$ cat config.mk
export PLATFORM = sky130hd
export DESIGN_NAME = fibonacci_decoder_flat
export DESIGN_NICKNAME = d
export VERILOG_FILES = /design/src/rtl/fib_codec_pkg.sv /design/src/rtl/fibonacci_decoder_if.sv /design/src/rtl/fib_chunk_acc.sv /design/src/rtl/fibonacci_decoder.sv /design/src/flat_wrapper.sv
export SDC_FILE = /design/constraint.sdc
export NUM_CORES = 1
export LEC_CHECK = 0
export ABC_AREA = 0
export CAP_MARGIN = 10
export CORE_ASPECT_RATIO = 0.8
export CORE_MARGIN = 5
export CORE_UTILIZATION = 35
export CTS_BUF_LIST = sky130_fd_sc_hd__clkbuf_2
export CTS_CLUSTER_SIZE = 12
export DETAILED_ROUTE_END_ITERATION = 10
export GPL_ROUTABILITY_DRIVEN = 0
export SLEW_MARGIN = 20
export SYNTH_ARGS = -nofsm -noshare
export SYNTH_HDL_FRONTEND = slang
export SYNTH_SLANG_ARGS = --single-unit
$ cat constraint.sdc
create_clock -name clk -period 21.4 [get_ports clk]
set_input_delay 4.28 -clock clk [delete_from_list [all_inputs] [get_ports clk]]
set_output_delay 4.28 -clock clk [all_outputs]
set_load 0.02 [all_outputs]
$ cat src/rtl/fib_codec_pkg.sv
// Shared constants and state encoding for the Fibonacci encoder/decoder pair.
package fib_codec_pkg;

    localparam int unsigned N_BITS        = 128;
    localparam int unsigned OUT_W         = 64;
    localparam int unsigned WORD_W        = 16;
    localparam int unsigned ADDR_W        = 10;
    localparam int unsigned WORDS_PER_FIB = 4;
    localparam int unsigned IDX_W         = $clog2(N_BITS);
    localparam int unsigned K_W           = $clog2(WORDS_PER_FIB);

    typedef enum logic [1:0] {
        IDLE  = 2'd0,
        SCAN  = 2'd1,
        FETCH = 2'd2
    } state_t;

endpackage

$ cat src/rtl/fibonacci_decoder_if.sv
// Start/result handshake and ROM port of the Fibonacci decoder.
interface fibonacci_decoder_if;
    import fib_codec_pkg::*;

    logic              en_decode;
    logic [N_BITS-1:0] fibonacci_random;
    logic [ADDR_W-1:0] cnt_a;
    logic [WORD_W-1:0] mema;
    logic [OUT_W-1:0]  output_binary;
    logic              decode_done;
    logic              busy;

    modport master (
        output en_decode, fibonacci_random, mema,
        input  cnt_a, output_binary, decode_done, busy
    );

    modport slave (
        input  en_decode, fibonacci_random, mema,
        output cnt_a, output_binary, decode_done, busy
    );

endinterface

$ cat src/rtl/fib_chunk_acc.sv
// Adds one 16-bit ROM word, placed at chunk position k, into the 64-bit accumulator.
module fib_chunk_acc
    import fib_codec_pkg::*;
(
    input  logic [OUT_W-1:0]  acc_in,
    input  logic [WORD_W-1:0] word,
    input  logic [K_W-1:0]    k,
    output logic [OUT_W-1:0]  acc_out
);

    logic [5:0] shamt;

    assign shamt   = {k, 4'd0};
    assign acc_out = acc_in + (OUT_W'(word) << shamt);

endmodule

$ cat src/rtl/fibonacci_decoder.sv
// Bit-serial Fibonacci-to-binary decoder; sums ROM weights of the set code bits.
module fibonacci_decoder
    import fib_codec_pkg::*;
(
    input  logic               clk,
    input  logic               rst,
    fibonacci_decoder_if.slave bus
);

    state_t            state;
    logic [N_BITS-1:0] code;
    logic [IDX_W-1:0]  i;
    logic [K_W-1:0]    k;
    logic [OUT_W-1:0]  acc;
    logic [OUT_W-1:0]  acc_next;
    logic              last_bit;

    assign last_bit  = (i == IDX_W'(N_BITS - 1));
    assign bus.cnt_a = (state == FETCH) ? ADDR_W'({i, k}) : '0;

    fib_chunk_acc u_chunk_acc (
        .acc_in  (acc),
        .word    (bus.mema),
        .k       (k),
        .acc_out (acc_next)
    );

    // Control FSM: SCAN walks the code bits, FETCH accumulates the four weight words.
    always_ff @(posedge clk or posedge rst) begin
        if (rst) begin
            state             <= IDLE;
            code              <= '0;
            i                 <= '0;
            k                 <= '0;
            acc               <= '0;
            bus.output_binary <= '0;
            bus.decode_done   <= 1'b0;
            bus.busy          <= 1'b0;
        end else begin
            bus.decode_done <= 1'b0;
            case (state)
                IDLE: begin
                    if (bus.en_decode) begin
                        code     <= bus.fibonacci_random;
                        acc      <= '0;
                        i        <= '0;
                        bus.busy <= 1'b1;
                        state    <= SCAN;
                    end
                end
                SCAN: begin
                    if (code[i]) begin
                        k     <= '0;
                        state <= FETCH;
                    end else if (!last_bit) begin
                        i <= i + IDX_W'(1);
                    end else begin
                        bus.output_binary <= acc;
                        bus.decode_done   <= 1'b1;
                        bus.busy          <= 1'b0;
                        state             <= IDLE;
                    end
                end
                FETCH: begin
                    acc <= acc_next;
                    if (k != K_W'(WORDS_PER_FIB - 1)) begin
                        k <= k + K_W'(1);
                    end else if (!last_bit) begin
                        i     <= i + IDX_W'(1);
                        state <= SCAN;
                    end else begin
                        // Last weight word: publish the sum including this word.
                        bus.output_binary <= acc_next;
                        bus.decode_done   <= 1'b1;
                        bus.busy          <= 1'b0;
                        state             <= IDLE;
                    end
                end
                default: state <= IDLE;
            endcase
        end
    end

endmodule

$ cat src/flat_wrapper.sv
// flat-port wrapper written by rule: the top's interface ports become plain ports
module fibonacci_decoder_flat import fib_codec_pkg::*;
  (clk, rst, bus_en_decode, bus_fibonacci_random, bus_mema, bus_cnt_a, bus_output_binary, bus_decode_done, bus_busy);
  fibonacci_decoder_if bus_i ();
  input  logic clk;
  input  logic rst;
  input wire logic [$bits(bus_i.en_decode)-1:0] bus_en_decode;
  input wire logic [$bits(bus_i.fibonacci_random)-1:0] bus_fibonacci_random;
  input wire logic [$bits(bus_i.mema)-1:0] bus_mema;
  output wire logic [$bits(bus_i.cnt_a)-1:0] bus_cnt_a;
  output wire logic [$bits(bus_i.output_binary)-1:0] bus_output_binary;
  output wire logic [$bits(bus_i.decode_done)-1:0] bus_decode_done;
  output wire logic [$bits(bus_i.busy)-1:0] bus_busy;
  assign bus_i.en_decode = bus_en_decode;
  assign bus_i.fibonacci_random = bus_fibonacci_random;
  assign bus_i.mema = bus_mema;
  assign bus_cnt_a = bus_i.cnt_a;
  assign bus_output_binary = bus_i.output_binary;
  assign bus_decode_done = bus_i.decode_done;
  assign bus_busy = bus_i.busy;
  fibonacci_decoder u_core (.clk(clk), .rst(rst), .bus(bus_i));
endmodule
==> impl_metrics.ini <==
[sta]
fin_tns_setup_ns = 0
min_period_ns = 7.68
setup_viol = 0
max_freq_ghz = 0.130
fin_hold_ws_ns = 0.496
slew_headroom = 0.331
slew_violations = 0
rsz0062_at_grt = false
worst_pin_slew_ns = 0.999
hold_viol = 0
skew_ns = 0.0775
period_share = 0.359

[floorplan]
die_w_um = 251
chipHeight_um = 203
die-area_sq_um = 51100
rows = 70
initial_utilization = 0.356
core_sq_um = 45900
ios = 223

[synthesis]
synthesis.instances = 1696
yosysSeqAreaShare = 0.412
synth_top_cell_by_area = dfrtp_1
synth.area.top_cells = dfrtp_1, mux2_2, ha_1
async_reset_ff_frac = 1.00
yosys_warnings = 0
ys_seq_elements = 269
ys_types = 70
synth_area_per_cell_sq_um = 9.62
syn-num-nets = 1913
synth_edf_count = 0
synth_ff_type = dfrtp_1
synth_top_area_frac = 0.412
syn_area_sq_um = 16300

[cts]
cts_sinks = 269
cts_hold_buf = 0
htreeDepth = 3
cts_buffers = 75
cts_max_path_buffers = 3
cts_setup_buffers = 0
root_buffer = clkbuf_2
ctsResizeCount = 0
tritoncts = done
clk_pin_slew_ns = 0.10
insertion_delay_ns = 1.04

[power_and_ir_drop]
power_mw = 2.29
p_per_area_nw_per_um2 = 117
leakagePower_nw = 8.31
ir_worst_vdd_mv = 0.0654

[critical_path]
critical_path.endpoint_type = register
arrival_ns = 8.57
slowest_stage = a21boi_0
required_ns = 22.29
crit_type = in2reg
worstPathCellList = clkdlybuf4s50_1, and2_1, ha_1, inv_1, fa_1, nand2b_1, a21o_1, a21oi_1, o2111ai_1, a21oi_1, o211ai_1, a21boi_0, o21ai_0, nor3b_1, o41ai_1
critPathMaxFanout = 5
path_common_cell = a21oi_1
cp-start-kind = primary input
slowest_delay_ns = 0.74

[routing]
first_pass_iters = 7
detail_route.wl_per_cell_um = 19.1
ant_nets = 0
routed_wl_um = 49000
dr.first_iter.drc_count = 1111
vias = 13824
drc = 0
viasPerCell = 5.39

[final_layout]
multiInputGateArea_sq_um = 8990
ff_latch_area_sq_um = 6730
nets = 2118
fin_area_sq_um = 19600
drive_above_1_share = 0.162
final_core_util = 0.428
fill_cells = 4570
area_growth_syn_to_layout_pct = 20.3

[placement]
place.port_buffers = 221
hpwl_um = 35000
place_area_sq_um = 19000

[outcome]
status = finished clean

[global_routing]
track_usage = 0.187
antenna_found_initial = 4
overflow = 0
grt_max_degree = 136
grt_pass1_vias = 13757
grt_pass1_wl_um = 76900

[worst_hold_path]
min_path_type = reg2reg

[job]
drv_cap = 0
layout make-up:
type | instances | area share
flip-flops and latches | 269 | 0.343
multi-input cells | 1278 | 0.458
clock inverters | 28 | 0.00847
repair buffers | 235 | 0.118
diodes | 4 | 0.000510
inverters | 42 | 0.00841
well taps | 612 | 0.0390
clock buffers | 98 | 0.0250
synthesized netlist by cell type, drive strengths merged, types with 28 or more instances:
| library cell | number |
|---|---|
| a21oi | 111 |
| a31oi | 69 |
| and2 | 58 |
| and3 | 30 |
| buf | 34 |
| clkbuf | 73 |
| dfrtp | 269 |
| ha | 69 |
| inv | 42 |
| mux2 | 133 |
| mux4 | 34 |
| nand2 | 220 |
| nand3 | 38 |
| nand4 | 28 |
| nor2 | 100 |
| o21ai | 122 |
final timing paths:
path                                               from                      endpoint  slack (ns)  cells after the start
max                                         bus_mema[0]                u_core.acc[58]       13.72                     15
min                        u_core.bus.output_binary[13]  u_core.bus.output_binary[13]        0.50                      2
max reg2reg                                 u_core.k[1]                u_core.acc[58]       16.21                     15
min reg2reg                u_core.bus.output_binary[13]  u_core.bus.output_binary[13]        0.50                      2
max in group asynchronous                           rst                u_core.acc[28]       15.22                      4
min in group asynchronous                           rst               u_core.code[80]        3.80                      2
per-layer routing:
layer	part of all wire	global-route usage
met1	0.44	0.249
met2	0.44	0.286
met3	0.10	0.0766
met4	0.023	0.0499
met5	0.00027	0
kinds of logic (layout without fill, tap and decap cells):
kind of cell | Yosys count | after routing | share of synthesized area
xor gates and xnor gates | 41 | 41 | 0.0220
AOI/OAI and AO/OA | 434 | 434 | 0.167
adders and majority gates | 70 | 70 | 0.0541
other | 1 | 5 | 0.000230
and+or+nand+nor | 550 | 550 | 0.159
muxes | 182 | 182 | 0.148
DFF | 269 | 269 | 0.412
buffers and inverters | 149 | 403 | 0.0379
flip-flops by register name, summed over array words and instances (netlist names):
register,cells
u_core.i,7
u_core.code,128
u_core.acc,64
u_core.k,2
u_core.bus.decode_done,1
u_core.state,2
u_core.bus.busy,1
u_core.bus.output_binary,64
per-stage QoR:
step / instances / worst slack [ns]
finish: 2566 / 13.72
global route: 2564 / 13.62
CTS: 2562 / 13.69
detailed placement: 2436 / 12.79
global placement: 2436 / 12.88
floorplan: 1696 / 9.71
report_power, final:
group          leakage (nW)  switching (mW)  total [mW]  internal [mW]
Clock                 0.484           0.238       0.378          0.140
Sequential             3.36           0.109       0.815          0.706
Combinational          4.47           0.599        1.10          0.502
cells in the final DEF, fill, tap and decap left out, drive strengths merged, types with 5 or more instances in the layout:
| master | n |
|---|---|
| a211o | 7 |
| a211oi | 9 |
| a21o | 22 |
| a21oi | 111 |
| a22o | 5 |
| a31oi | 69 |
| and2 | 58 |
| and3 | 30 |
| buf | 14 |
| clkbuf | 98 |
| clkdlybuf4s50 | 221 |
| clkinv | 22 |
| dfrtp | 269 |
| ha | 69 |
| inv | 44 |
| mux2 | 133 |
| mux2i | 15 |
| mux4 | 34 |
| nand2 | 220 |
| nand2b | 8 |
| nand3 | 38 |
| nand4 | 28 |
| nor2 | 100 |
| nor2b | 18 |
| nor3 | 22 |
| nor4 | 5 |
| o211ai | 18 |
| o21a | 8 |
| o21ai | 122 |
| o21bai | 19 |
| o31ai | 9 |
| o41ai | 5 |
| or3 | 10 |
| xnor2 | 22 |
| xor2 | 19 |
worst max-delay path: cells and delay by family:
| family | cells | cell delay [ns] |
|---|---|---|
| fa+ha+maj | 2 | 0.56 |
| compound gates | 8 | 2.47 |
| simple gates | 3 | 0.59 |
| buf+inv | 2 | 0.65 |
Note: power is estimated with default switching activity, not from simulation.
